===== src/rtl/dac_spi_seq.sv =====
// dac_spi_seq: SPI master for serial DACs (LTC2624-class). Sends one frame
// (single mode) or CHANNELS frames with incrementing address (sequence mode),
// optionally capturing the DAC's echoed frame for readback.
// Frame, MSB first: zero pad | command | address | data | PAD_LO zeros.
// Optional feature macro: DAC_SPI_READBACK_EN (rx capture of DAC_OUT).
// Ports:
//   CLK50MHZ, RST (async, active-low)
//   trig, seq, command, address, data : transfer request (sampled in IDLE)
//   busy, done, dac_datareceived       : status / readback
//   SPI_SCK, SPI_MOSI, DAC_CS, DAC_CLR  : DAC pins (outputs)
//   DAC_OUT                             : DAC serial echo (input)
module dac_spi_seq #(
  parameter int unsigned DATA_W   = 12,
  parameter int unsigned ADDR_W   = 4,
  parameter int unsigned CMD_W    = 4,
  parameter int unsigned PAD_LO   = 4,
  parameter int unsigned FRAME_W  = 32,
  parameter int unsigned CHANNELS = 4,
  parameter int unsigned SCK_DIV  = 2,
  parameter int unsigned CS_GAP   = 4
) (
  input  logic                         CLK50MHZ,
  input  logic                         RST,
  input  logic                         trig,
  input  logic                         seq,
  input  logic [CMD_W-1:0]             command,
  input  logic [ADDR_W-1:0]            address,
  input  logic [CHANNELS*DATA_W-1:0]   data,
  output logic                         busy,
  output logic                         done,
  output logic [FRAME_W-1:0]           dac_datareceived,
  output logic                         SPI_SCK,
  output logic                         SPI_MOSI,
  output logic                         DAC_CS,
  output logic                         DAC_CLR,
  input  logic                         DAC_OUT
);

  localparam int unsigned CNT_MAX = (SCK_DIV > CS_GAP) ? SCK_DIV : CS_GAP;
  localparam int unsigned CNT_W   = $clog2(CNT_MAX + 1);
  localparam int unsigned BIT_W   = $clog2(FRAME_W + 1);
  localparam int unsigned IDX_W   = $clog2(CHANNELS + 1);

  typedef enum logic [2:0] {
    IDLE, SETUP, SHIFT, HOLD, GAP, DONE
  } state_t;

  state_t                       state, state_n;
  logic [CNT_W-1:0]             cnt, cnt_n;
  logic                         phase, phase_n;      // SCK level inside SHIFT
  logic [BIT_W-1:0]             bit_cnt, bit_n;
  logic [IDX_W-1:0]             sent, sent_n;        // frames completed
  logic [FRAME_W-1:0]           tx, tx_n;

  logic [CMD_W-1:0]             cmd_q;
  logic [ADDR_W-1:0]            addr_q;
  logic                         seq_q;
  logic [CHANNELS*DATA_W-1:0]   data_q;

  logic                         accept;
  logic                         half_end;
  logic                         frame_act;
  logic                         sck_d, mosi_d, cs_d, busy_d, done_d;

  // Assemble one frame; the unused top bits stay zero.
  function automatic logic [FRAME_W-1:0] build_frame(
    input logic [CMD_W-1:0]  c,
    input logic [ADDR_W-1:0] a,
    input logic [DATA_W-1:0] d
  );
    return (FRAME_W'(c) << (ADDR_W + DATA_W + PAD_LO)) |
           (FRAME_W'(a) << (DATA_W + PAD_LO)) |
           (FRAME_W'(d) << PAD_LO);
  endfunction

  assign accept   = (state == IDLE) && trig;
  assign half_end = (cnt == CNT_W'(SCK_DIV - 1));

  // State register with sequencing counters and tx shifter.
  always_ff @(posedge CLK50MHZ or negedge RST) begin
    if (!RST) begin
      state   <= IDLE;
      cnt     <= '0;
      phase   <= 1'b0;
      bit_cnt <= '0;
      sent    <= '0;
      tx      <= '0;
    end else begin
      state   <= state_n;
      cnt     <= cnt_n;
      phase   <= phase_n;
      bit_cnt <= bit_n;
      sent    <= sent_n;
      tx      <= tx_n;
    end
  end

  // Next-state and counter/shifter updates.
  always_comb begin
    state_n = state;
    cnt_n   = cnt;
    phase_n = phase;
    bit_n   = bit_cnt;
    sent_n  = sent;
    tx_n    = tx;
    case (state)
      IDLE: begin
        if (trig) begin
          state_n = SETUP;
          cnt_n   = '0;
          sent_n  = '0;
          tx_n    = build_frame(command, address, data[DATA_W-1:0]);
        end
      end
      SETUP: begin
        if (half_end) begin
          state_n = SHIFT;
          cnt_n   = '0;
          phase_n = 1'b0;
          bit_n   = '0;
        end else begin
          cnt_n = cnt + CNT_W'(1);
        end
      end
      SHIFT: begin
        if (half_end) begin
          cnt_n = '0;
          if (!phase) begin
            phase_n = 1'b1;
          end else begin
            // SCK falling edge: present the next bit
            phase_n = 1'b0;
            tx_n    = {tx[FRAME_W-2:0], 1'b0};
            if (bit_cnt == BIT_W'(FRAME_W - 1)) state_n = HOLD;
            else                                bit_n   = bit_cnt + BIT_W'(1);
          end
        end else begin
          cnt_n = cnt + CNT_W'(1);
        end
      end
      HOLD: begin
        if (half_end) begin
          state_n = GAP;
          cnt_n   = '0;
          sent_n  = sent + IDX_W'(1);
        end else begin
          cnt_n = cnt + CNT_W'(1);
        end
      end
      GAP: begin
        if (cnt == CNT_W'(CS_GAP - 1)) begin
          cnt_n = '0;
          if (seq_q && (sent < IDX_W'(CHANNELS))) begin
            state_n = SETUP;
            tx_n    = build_frame(cmd_q, addr_q + ADDR_W'(sent),
                                  data_q[sent*DATA_W +: DATA_W]);
          end else begin
            state_n = DONE;
          end
        end else begin
          cnt_n = cnt + CNT_W'(1);
        end
      end
      DONE:    state_n = IDLE;
      default: state_n = IDLE;
    endcase
  end

  // Output decode from the upcoming state so the pins come straight off flops.
  always_comb begin
    frame_act = (state_n == SETUP) || (state_n == SHIFT) || (state_n == HOLD);
    sck_d     = (state_n == SHIFT) && phase_n;
    mosi_d    = frame_act ? tx_n[FRAME_W-1] : 1'b0;
    cs_d      = !frame_act;
    busy_d    = frame_act || (state_n == GAP);
    done_d    = (state_n == DONE);
  end

  // Request capture at acceptance.
  always_ff @(posedge CLK50MHZ or negedge RST) begin
    if (!RST) begin
      cmd_q  <= '0;
      addr_q <= '0;
      seq_q  <= 1'b0;
      data_q <= '0;
    end else if (accept) begin
      cmd_q  <= command;
      addr_q <= address;
      seq_q  <= seq;
      data_q <= data;
    end
  end

  // Registered pins and status.
  always_ff @(posedge CLK50MHZ or negedge RST) begin
    if (!RST) begin
      SPI_SCK  <= 1'b0;
      SPI_MOSI <= 1'b0;
      DAC_CS   <= 1'b1;
      DAC_CLR  <= 1'b0;
      busy     <= 1'b0;
      done     <= 1'b0;
    end else begin
      SPI_SCK  <= sck_d;
      SPI_MOSI <= mosi_d;
      DAC_CS   <= cs_d;
      DAC_CLR  <= 1'b1;
      busy     <= busy_d;
      done     <= done_d;
    end
  end

`ifdef DAC_SPI_READBACK_EN
  logic [FRAME_W-1:0] rx;

  // Sample DAC_OUT on each SCK rising edge; publish the frame at DONE.
  always_ff @(posedge CLK50MHZ or negedge RST) begin
    if (!RST) begin
      rx               <= '0;
      dac_datareceived <= '0;
    end else begin
      if ((state == SHIFT) && half_end && !phase) rx <= {rx[FRAME_W-2:0], DAC_OUT};
      if (state_n == DONE) dac_datareceived <= rx;
    end
  end
`else
  logic unused_dac_out;
  assign unused_dac_out   = DAC_OUT;
  assign dac_datareceived = '0;
`endif

endmodule


===== config.mk =====
export PLATFORM = sky130hd
export DESIGN_NAME = dac_spi_seq
export DESIGN_NICKNAME = d
export VERILOG_FILES = /design/src/rtl/dac_spi_seq.sv
export SDC_FILE = /design/constraint.sdc
export NUM_CORES = 1
export LEC_CHECK = 0
export ABC_AREA = 1
export CORE_MARGIN = 2
export CORE_UTILIZATION = 30
export DETAILED_ROUTE_END_ITERATION = 10
export PLACE_DENSITY = 0.6
export SYNTH_ARGS = -nofsm -noshare
export SYNTH_HDL_FRONTEND = slang
export SYNTH_SLANG_ARGS = --single-unit
export TNS_END_PERCENT = 50

===== constraint.sdc =====
create_clock -name CLK50MHZ -period 2 [get_ports CLK50MHZ]
set_clock_uncertainty 0.05 [all_clocks]
set_input_delay 0.3 -clock CLK50MHZ [delete_from_list [all_inputs] [get_ports CLK50MHZ]]
set_output_delay 0.3 -clock CLK50MHZ [all_outputs]
set_load 0.01 [all_outputs]

# Yosys cells after proc, flatten, opt, wreduce, memory -nomap -nowiden
# Index checks and enable logic that the tools add are counted.
[totals]
inputBits = 61
register_bits = 111
elab_cells = 96
output_inout_bits = 38
[classes]
n_shift = 1
n_eq_ne = 20
reduce_logical = 17
multipliers = 1
n_lt_le_gt_ge = 1
addsub = 4
muxes = 31
bitwise = 4
[ops]
columns = ["op", "n"]
rows = [
  ["32-bit 2-to-1 mux", 5],
  ["32-bit case mux with 3 select lines", 1],
  ["24-bit by 16-bit bitwise OR with 24-bit output", 2],
  ["24-bit by 20-bit bitwise OR with 24-bit output", 2],
  ["48-bit by 8-bit variable part select with 12-bit output", 1],
  ["3-bit 2-to-1 mux", 12],
  ["6-bit 2-to-1 mux", 4],
  ["2-bit != test, second input constant", 8],
  ["3-bit by 2-bit == test with 1-bit output, second input constant", 5],
  ["3-bit case mux with 5 select lines", 1],
  ["6-bit case mux with 2 select lines", 1],
  ["3-bit by 1-bit == test with 1-bit output, second input constant", 3],
  ["3-bit == test, second input constant", 3],
  ["3-bit case mux with 3 select lines", 1],
  ["3-bit by 1-bit adder with 3-bit output, second input constant", 2],
  ["6-bit by 1-bit adder with 6-bit output, second input constant", 1],
  ["6-bit by 5-bit == test with 1-bit output, second input constant", 1],
  ["3-bit case mux with 2 select lines", 1],
  ["6-bit AND reduction", 1],
  ["3-bit nonzero test", 2],
  ["3-bit by 2-bit multiplier with 5-bit output, second input constant", 1],
  ["5-bit AND reduction", 1],
  ["4-bit by 3-bit adder with 4-bit output", 1],
  ["1-bit 2-to-1 mux", 4],
  ["10 further kinds", 15],
]

# Depth between registers and ports, before layout
# Gate-level depths: netlist (run 1).
[logic_depth]
word_depth = 9
depth_mapped = 9
depth_no_buf = 9

# Worst setup path after synthesis (run 1)
# No wires, ideal clock.
[synth_timing]
path_type = "flip-flop to flip-flop"
from = "register cnt[2]"
to = "register tx[10]"
path_buffers = 1
period_less_slack_ps = 1681
arrival_ps = 1506
path_slack_ps = 319
stages_incl_launch_ff = 9
required_time_ps = 1825
setup_ps = 125
path_cell_list = "dfrtp_1 -> inv_1 -> ha_1 -> nand3_1 -> nand3_1 -> nand4_4 -> buf_6 -> nand2_1 -> nand3_1"
[synth_between]
elab_chain_cells = 3
elab_cells_between_ends = 5
cone_classes = "4 x eq/ne; 1 x reduce/logical"
[synth_lines]
columns = ["item", "line", "rtl"]
rows = [
  ["start: declaration", "49", "logic [CNT_W-1:0] cnt, cnt_n;"],
  ["start signal: assignment", "90", "cnt <= cnt_n;"],
  ["3-bit by 2-bit == test with 1-bit output or 3-bit by 1-bit == test with 1-bit output (tied branches)", "151, 77", ""],
  ["2-bit != test (no source line)", "--", ""],
  ["6-bit AND reduction (no source line) (*)", "--", ""],
  ["end signal: assignment", "94", "tx <= tx_n;"],
  ["end: declaration", "53", "logic [FRAME_W-1:0] tx, tx_n;"],
]
# Mark *: on every way between the ends. The rest lies on a longest branch, timed or not.
# A chain may end at the register's enable or synchronous reset.

# Worst setup path after layout (run 1)
[layout_timing]
from = "register cnt[0]"
to = "register tx[8]"
# The elaborated chain is that of the path after synthesis.

==> flow_summary_export.csv, run 1 <==
group,metric,value,unit
status,status,"finished, final reports clean",
cts,clk_pin_slew,0.07,ns
cts,cts_max_path_buffers,2,
power_and_ir_drop,ir_worst_vdd,0.359,mV
floorplan,start_util,0.306,
cts,cts_sinks,110,
logic_synthesis,synth_top_area_cell,"dfrtp_1",
floorplan,die_h,140,um
global_routing,grt_start_max_net_pins,82,
place,dp_cells,962,
finish,area_growth,20.2,%
detailed_routing,dr_total_vias,4342,
finish,fin_cells,978,
flow_run,drv_cap,0,
finish,n_fill_cell,1908,
cts,clk_latency,0.35,ns
critical_path,cp-start-kind,"flop",
critical_path,crit_fanout,15,
global_routing,grt.total_usage,0.134,
global_routing,grt_pass1_wl,20900,um
logic_synthesis,synth-seq-area-share,0.499,
logic_synthesis,synth_common_cells,"193 x nand2_1, 109 x dfrtp_1, 76 x inv_1",
detailed_routing,vias_per_cell,4.44,
sta,finalSetupViolCount,0,
detailed_routing,drc_errors,0,
sta,max_freq,0.569,GHz
logic_synthesis,synthCells,679,
cts,cts_hold_buf,1,
critical_path,arrival,1.99,ns
critical_path,required,2.24,ns
sta,fin_crit_sh,0.879,
place,place.gp.congestion,0.796,
cts,post_cts_resized,0,
logic_synthesis,syn_area,5520,um2
logic_synthesis,yosys_most_used_dff,"dfrtp_1",
global_routing,grt_overflow,0,
cts,root_buffer,"clkbuf_16",
floorplan,dieWidth,140,um
floorplan,ios,99,
detailed_routing,wirelength,12700,um
cts,h-tree-depth,3,
sta,drv_slew,0,
detailed_routing,antenna_left,0,
finish,drive_gt1_frac,0.0628,
logic_synthesis,synth_top_area_share,0.495,
critical_path,setup.worst_path.end_class,"flop",
logic_synthesis,postSynth.asyncResetShare,1.00,
cts,numCtsBuffers,9,
power_and_ir_drop,leakagePower,3.27,nW
power_and_ir_drop,powerDensity,643,nW/um2
finish,diodes,0,
cts,cts_tree,"done",
floorplan,std_cell_rows,49,
global_routing,antenna_found_initial,0,
worst_hold_path,hold_class,"primary input to async pin",
detailed_routing,first_pass_iters,4,
sta,hold_viol_final,0,
logic_synthesis,synth_edf_count,0,
critical_path,r2r_cells,8,
detailed_routing,drtIter0Drc,317,
cts,post_cts_buffers,0,
global_routing,first_global_vias,4110,
logic_synthesis,synth_area_per_cell,8.12,um2
sta,grt_setup_unrepaired,"no",
logic_synthesis,yosysWarnings,0,
logic_synthesis,synth.most_common_cell,"nand2_1",
floorplan,coreArea,18000,um2
sta,setup_tns,0,ns
critical_path,rrSetupSlack,0.24,ns
logic_synthesis,ys_ff_latch,110,
floorplan,die-area,19500,um2
finish,fin_nets,817,
critical_path,r2r_end,"tx[8]$_DFFE_PN0P_",
critical_path,worstSetupPathType,"flop to flop",
place,port_buffers,65,
sta,period_minus_slack,1.76,ns
logic_synthesis,synthTopCellsByArea,"dfrtp_1 49%, nand2_1 13%, o21ai_0 6.7%",
logic_synthesis,ys_types,34,
detailed_routing,wl_per_cell,13.0,um
critical_path,reg2reg_from,"cnt[0]$_DFFE_PN0P_",
place,hpwlAfterDp,8990,um
-- cell type report --
cell class	count	area, um2	share of cell area
flip-flops and latches	110	2750	0.415
multi-input cells	462	2170	0.327
repair buffers	83	836	0.126
inverters	79	297	0.0447
well taps	229	287	0.0432
clock buffers	12	246	0.0372
clock inverters	3	43.8	0.00660
-- layer usage --
metal,up-vias,part of all wire,global-route usage
li1,2217,-,-
met1,2043,0.48,0.183
met2,70,0.47,0.211
met3,12,0.035,0.0258
met4,0,0.020,0.0532
met5,-,0,0
-- how the worst max path moves through the flow --
| stage | start | end | slack (ns) | cells past startpoint |
|---|---|---|---|---|
| after global routing | cnt[1]$_DFFE_PN0P_ | bit_cnt[0]$_DFFE_PN0P_ | 0.11 | 9 |
| after CTS | cnt[0]$_DFFE_PN0P_ | tx[8]$_DFFE_PN0P_ | 0.22 | 8 |
| after detailed placement | trig | data_q[14]$_DFFE_PN0P_ | 0.19 | 6 |
| after global placement | trig | data_q[17]$_DFFE_PN0P_ | 0.21 | 6 |
| final | cnt[0]$_DFFE_PN0P_ | tx[8]$_DFFE_PN0P_ | 0.24 | 8 |
| after floorplan | cnt[2]$_DFFE_PN0P_ | tx[10]$_DFFE_PN0P_ | 0.32 | 8 |
-- power breakdown --
part	leakage, nW	switching, W	internal, W	total (W)
logic	1.91	0.000106	0.000111	0.000217
registers	1.22	0.000000251	0.00222	0.00222
clock network	0.143	0.000818	0.00100	0.00182
total	3.27	0.000924	0.00334	0.00426
-- layout by cell type, fill, tap and decap left out, types with 2 or more instances in the layout --
cell type          n
nand2_1          193
nand4_1            4
nor2_2             3
nand3_1           38
clkbuf_1           2
clkdlybuf4s50_1   64
nor2_1            34
inv_2              3
buf_12             4
nand2_2            3
ha_1              10
nand3_2            2
o21bai_1           5
clkbuf_16          9
dfrtp_1          109
buf_4             14
a21oi_1           48
inv_1             75
conb_1            33
o21ai_1            3
o21ai_0           74
-- per-stage QoR --
step	worst slack (ns)	hold slack [ns]	utilization	instance area (um2)	total power [W]
global route	0.108	0.244	0.368	6630	0.00442
floorplan	0.319	-0.0456	-	5630	0.00235
detailed placement	0.194	0.0666	0.351	6330	0.00249
global placement	0.214	0.0651	0.351	6330	0.00249
CTS	0.223	0.226	0.368	6630	0.00432
finish	0.241	0.240	0.368	6630	0.00426
-- worst max-delay path: stages, from the launching register on --
cell	delay, ns
dfrtp_1	0.41
ha_1	0.23
ha_1	0.22
nand3_1	0.11
nand3_1	0.16
nand4_4	0.13
buf_4	0.23
nand2_1	0.07
nand3_1	0.08
-- sequential cells by signal, indices dropped and copies added (netlist names) --
register / flops
seq_q: 1
sent: 3
cnt: 3
data_q: 48
cmd_q: 4
state: 3
addr_q: 4
DAC_CS: 1
SPI_SCK: 1
bit_cnt: 6
done: 1
busy: 1
DAC_CLR: 1
phase: 1
SPI_MOSI: 1
tx: 31
-- kinds of logic (layout without fill, tap and decap cells) --
family | Yosys count | in the layout | share of synthesized area
adder cells (fa/ha/maj) | 11 | 11 | 0.0263
XOR/XNOR | 2 | 2 | 0.00318
flip-flops | 110 | 110 | 0.499
other | 2 | 33 | 0.00136
buffers and inverters | 138 | 177 | 0.129
AO/OA/AOI/OAI | 134 | 134 | 0.126
AND/OR/NAND/NOR | 282 | 282 | 0.216
(Power assumes the default switching activity.)
==> run 2, diff against run 1 <==
==> constraint.sdc (replaced) <==
create_clock -name CLK50MHZ -period 2.1 [get_ports CLK50MHZ]
set_clock_uncertainty 0.05 [all_clocks]
set_input_delay 0.315 -clock CLK50MHZ [delete_from_list [all_inputs] [get_ports CLK50MHZ]]
set_output_delay 0.315 -clock CLK50MHZ [all_outputs]
set_load 0.01 [all_outputs]
==> run 2 against run 1 <==
  * Critical path depth unchanged
  * Sequential share of layout area decreased by 0.16 points
  * Largest cell class unchanged
  * Maximum frequency decreased by 3.2%
  * Register-to-register slack improved by 0.04 ns
  * Critical endpoint is now tx[15]$_DFFE_PN0P_
  * Utilization increased by 0.14 points
  * Total power decreased by 3.2%
==> flow_summary_export.csv, run 2 (same netlist as run 1, synthesis figures left out) <==
group,metric,value,unit
sta,whs,0.362,ns
power_and_ir_drop,intPower,0.00322,W
detailed_routing,wirelength,12600,um
finish,layout_common_cells,"193 x nand2_1, 109 x dfrtp_1, 75 x inv_1",
status,status,"finished, final reports clean",
flow_run,drv_cap,0,
sta,drv_slew,0,
detailed_routing,drtIter0Drc,292,
floorplan,dieWidth,140,um
detailed_routing,wl_per_cell,12.8,um
cts,h-tree-depth,3,
power_and_ir_drop,ir_worst_vdd,0.349,mV
finish,final_core_util,0.369,
floorplan,die-area,19500,um2
sta,max_freq,0.550,GHz
finish,fin_area,6660,um2
cts,cts_hold_buf,1,
floorplan,die_h,140,um
critical_path,required,2.34,ns
cts,cts_sinks,110,
finish,area_growth,20.7,%
cts,clk_pin_slew,0.07,ns
finish,fin_nets,816,
cts,clk_latency,0.36,ns
power_and_ir_drop,clkPwrFrac,0.436,
sta,setup_tns,0,ns
global_routing,grt_overflow,0,
global_routing,grt_start_max_net_pins,49,
critical_path,setup.worst_path.end_class,"flop",
power_and_ir_drop,leakagePower,3.29,nW
power_and_ir_drop,powerDensity,620,nW/um2
sta,grt_setup_unrepaired,"no",
cts,numCtsBuffers,9,
power_and_ir_drop,finalPower,0.00412,W
power_and_ir_drop,net-switching-power,0.000899,W
finish,diodes,0,
sta,finalSetupViolCount,0,
finish,n_fill_cell,1860,
sta,fin_crit_sh,0.865,
floorplan,coreArea,18000,um2
global_routing,antenna_found_initial,0,
cts,cts_max_path_buffers,2,
detailed_routing,first_pass_iters,4,
critical_path,cp-start-kind,"flop",
place,hpwlAfterDp,9000,um
cts,post_cts_resized,0,
floorplan,ios,99,
finish,seqCellArea,2750,um2
finish,drive_gt1_frac,0.0641,
finish,multi_input_area,2170,um2
finish,largest_reg_flops,48,
global_routing,grt.total_usage,0.133,
detailed_routing,antenna_left,0,
worst_hold_path,hold_class,"primary input to async pin",
global_routing,first_global_vias,3985,
critical_path,worstSetupPathType,"flop to flop",
finish,largestRegisters,"data_q (48), tx (31), bit_cnt (6)",
detailed_routing,vias_per_cell,4.37,
global_routing,grt_pass1_wl,20600,um
power_and_ir_drop,swShare,0.218,
sta,period_minus_slack,1.82,ns
cts,post_cts_buffers,0,
detailed_routing,drc_errors,0,
power_and_ir_drop,p_seq_frac,0.513,
place,placed_area,6340,um2
floorplan,std_cell_rows,49,
cts,cts_tree,"done",
detailed_routing,dr_total_vias,4277,
finish,layout_commonest_cell,"nand2_1",
floorplan,start_util,0.306,
place,port_buffers,65,
power_and_ir_drop,combPwrFrac,0.051,
critical_path,crit_fanout,28,
sta,hold_viol_final,0,
critical_path,arrival,2.06,ns
finish,largest-register,"data_q",
place,place.gp.congestion,0.800,
cts,root_buffer,"clkbuf_16",
==> run 2: changes by cell type in the layout (fill, tap and decap cells not counted), sizes merged <==
cell / change
buf: -1
clkinvlp: +1
==> run 2: final cells by class <==
cell class | instances | share of cell area
Multi-Input combinational cell | 462 | 0.326
Clock inverter | 4 | 0.00808
Sequential cell | 110 | 0.414
Timing Repair Buffer | 82 | 0.126
Clock buffer | 12 | 0.0385
Inverter | 79 | 0.0445
Tap cell | 229 | 0.0430
==> run 2: final timing paths <==
check,from,end,slack [ns],cells after the start
setup / recovery,cnt[0]$_DFFE_PN0P_,tx[15]$_DFFE_PN0P_,0.28,8
hold / removal,RST,DAC_CLR$_DFF_PN0_,0.36,2
setup reg to reg,cnt[0]$_DFFE_PN0P_,tx[15]$_DFFE_PN0P_,0.28,8
hold reg to reg,tx[3]$_DFFE_PN0P_,tx[3]$_DFFE_PN0P_,0.43,2
max in group asynchronous,RST,bit_cnt[1]$_DFFE_PN0P_,1.06,3
min in group CLK50MHZ,tx[3]$_DFFE_PN0P_,tx[3]$_DFFE_PN0P_,0.43,2
==> run 2: power groups by stage <==
stage / Combinational (W) / Clock, W / Sequential, W
after detailed placement: 0.000212 / 0 / 0.00216
after floorplan: 0.0000786 / 0 / 0.00216
after global routing: 0.000232 / 0.00193 / 0.00212
after CTS: 0.000215 / 0.00185 / 0.00212
after global placement: 0.000214 / 0 / 0.00216
final: 0.000210 / 0.00180 / 0.00212
==> run 2: through the flow <==
step	instances	setup slack [ns]
after floorplan	710	0.419
after global placement	961	0.267
after detailed placement	961	0.256
after CTS	978	0.267
after global routing	978	0.159
final	978	0.283
==> run 2: critical path: stages, from the launching register on <==
cell     delay, ns
dfrtp_1       0.42
ha_1          0.23
ha_1          0.21
nand3_1       0.18
nand3_1       0.19
nand4_4       0.14
buf_12        0.18
nand2_1       0.07
nand3_1       0.08
==> run 2: layer usage <==
layer | part of all wire | GRT usage
met3 | 0.042 | 0.0310
met5 | 0 | 0
met2 | 0.47 | 0.216
met4 | 0.017 | 0.0474
met1 | 0.47 | 0.176
==> run 3, diff against run 2 <==
--- a/config.mk
+++ b/config.mk
@@ -6,11 +6,10 @@
 export NUM_CORES = 1
 export LEC_CHECK = 0
 export ABC_AREA = 1
-export CORE_MARGIN = 2
+export CORE_MARGIN = 10
 export CORE_UTILIZATION = 30
 export DETAILED_ROUTE_END_ITERATION = 10
-export PLACE_DENSITY = 0.6
 export SYNTH_ARGS = -nofsm -noshare
 export SYNTH_HDL_FRONTEND = slang
 export SYNTH_SLANG_ARGS = --single-unit
-export TNS_END_PERCENT = 50
+export TNS_END_PERCENT = 20
==> run 3 against run 2 <==
  * Worst hold slack better by 0.018 ns
  * Sequential power is essentially flat
  * Final cell count decreased by 0.10%
  * Critical path depth unchanged
  * Sequential share of layout area is 0.10 points higher
  * Maximum frequency down 0.69%
  * Register-to-register slack about the same
  * First-iteration DRC count fell by 14%
  * Final area down 0.24%
  * Non-clock buffer count down 1
  * Utilization fell by 0.090 points
  * Die area increased by 24%
  * Critical endpoint is now busy$_DFF_PN0_
==> flow_summary_export.csv, run 3 (same netlist as run 1, synthesis figures left out) <==
group,metric,value,unit
global_routing,grt_overflow,0,
floorplan,die_h,156,um
global_routing,grt.total_usage,0.112,
finish,largest_reg_flops,48,
cts,h-tree-depth,3,
sta,max_freq,0.547,GHz
finish,largest-register,"data_q",
global_routing,grt_start_max_net_pins,50,
critical_path,crit_family,"simple AND/OR/NAND/NOR gates",
sta,setup_tns,0,ns
critical_path,path_cells,"ha_1 > ha_1 > nand3_1 > nand3_1 > nand2_1 > inv_1 > nand2_1 > nand2_1",
floorplan,coreArea,18000,um2
flow_run,drv_cap,0,
detailed_routing,wl_per_cell,13.7,um
global_routing,grt_pass1_wl,21900,um
detailed_routing,wirelength,13400,um
power_and_ir_drop,leakagePower,3.28,nW
critical_path,rrSetupSlack,0.27,ns
finish,layout_commonest_cell,"nand2_1",
finish,fin_nets,815,
finish,largestRegisters,"data_q (48), tx (31), bit_cnt (6)",
floorplan,die-area,24200,um2
critical_path,cpMaxStageDelayCell,"dfrtp_1",
critical_path,required,2.29,ns
detailed_routing,drc_errors,0,
detailed_routing,vias_per_cell,4.37,
power_and_ir_drop,ir_worst_vdd,0.373,mV
critical_path,cp-start-kind,"flop",
finish,diodes,0,
critical_path,crit_fanout,4,
finish,drive_gt1_frac,0.0615,
detailed_routing,antenna_left,0,
global_routing,first_global_vias,4198,
finish,fin_area,6640,um2
cts,cts_sinks,110,
cts,post_cts_buffers,0,
detailed_routing,first_pass_iters,4,
sta,period_minus_slack,1.83,ns
cts,numCtsBuffers,9,
finish,area_growth,20.4,%
cts,clk_latency,0.35,ns
sta,finalSetupViolCount,0,
sta,drv_slew,0,
place,port_buffers,65,
sta,hold_viol_final,0,
critical_path,cp_common_cell,"nand2_1",
cts,cts_tree,"done",
critical_path,r2r_end,"busy$_DFF_PN0_",
place,hpwlAfterDp,9790,um
floorplan,start_util,0.306,
critical_path,reg2reg_from,"cnt[0]$_DFFE_PN0P_",
sta,grt_setup_unrepaired,"no",
status,status,"finished, final reports clean",
floorplan,std_cell_rows,49,
detailed_routing,dr_total_vias,4265,
place,place.gp.congestion,0.810,
cts,cts_hold_buf,1,
worst_hold_path,hold_class,"primary input to async pin",
critical_path,arrival,2.02,ns
finish,final_core_util,0.368,
detailed_routing,drtIter0Drc,251,
floorplan,ios,99,
place,placed_area,6320,um2
critical_path,max_stage_delay,0.41,ns
critical_path,worstSetupPathType,"flop to flop",
finish,layout_common_cells,"193 x nand2_1, 109 x dfrtp_1, 75 x inv_1",
power_and_ir_drop,powerDensity,628,nW/um2
critical_path,setup.worst_path.end_class,"flop",
global_routing,antenna_found_initial,0,
cts,root_buffer,"clkbuf_16",
cts,clk_pin_slew,0.07,ns
critical_path,cp_num_buf_inv,1,
cts,post_cts_resized,0,
critical_path,r2r_cells,8,
floorplan,dieWidth,156,um
sta,fin_crit_sh,0.871,
cts,cts_max_path_buffers,2,
[run 3: area by class of cell]
class	count	area (um2)
Clock buffer	11	233
Clock inverter	5	81.3
Fill cell	1875	11400
Inverter	79	297
Multi-Input combinational cell	462	2170
Sequential cell	110	2750
Tap cell	229	287
Timing Repair Buffer	81	821
[run 3: worst register-to-register path, stage by stage, from the launching register on]
cell     delay (ns)
dfrtp_1        0.41
ha_1           0.23
ha_1           0.22
nand3_1        0.18
nand3_1        0.18
nand2_1        0.18
inv_1          0.07
nand2_1        0.11
nand2_1        0.07
[run 3: worst max path at each step]
stage | start | end | slack (ns) | depth (start not counted)
6_report | cnt[0]$_DFFE_PN0P_ | busy$_DFF_PN0_ | 0.27 | 8
5_1_grt | cnt[0]$_DFFE_PN0P_ | tx[2]$_DFFE_PN0P_ | 0.08 | 8
4_1_cts | cnt[0]$_DFFE_PN0P_ | busy$_DFF_PN0_ | 0.25 | 8
3_5_place_dp | trig | data_q[32]$_DFFE_PN0P_ | 0.25 | 6
3_3_place_gp | trig | data_q[23]$_DFFE_PN0P_ | 0.27 | 6
2_1_floorplan | cnt[2]$_DFFE_PN0P_ | tx[10]$_DFFE_PN0P_ | 0.42 | 8
[run 3: where the power goes]
group / total [W] / switching, W / leakage (nW) / internal (W)
logic: 0.000207 / 0.000100 / 1.90 / 0.000107
clock network: 0.00185 / 0.000795 / 0.150 / 0.00105
registers: 0.00212 / 0.000000212 / 1.22 / 0.00212
[run 3: stage by stage]
step / std cells / setup WS, ns / hold WS, ns / total power, W
6_report: 977 / 0.271 / 0.379 / 0.00417
5_1_grt: 977 / 0.0769 / 0.408 / 0.00433
4_1_cts: 977 / 0.252 / 0.380 / 0.00422
3_5_place_dp: 960 / 0.250 / 0.219 / 0.00237
3_3_place_gp: 960 / 0.267 / 0.207 / 0.00237
2_1_floorplan: 710 / 0.419 / -0.0306 / 0.00224
[run 3: per-layer routing]
metal,global-route usage,vias up,routed length (um)
li1,-,2209,-
met1,0.146,1970,6210
met2,0.177,76,6390
met3,0.0234,10,608
met4,0.0455,0,167
met5,0,-,0
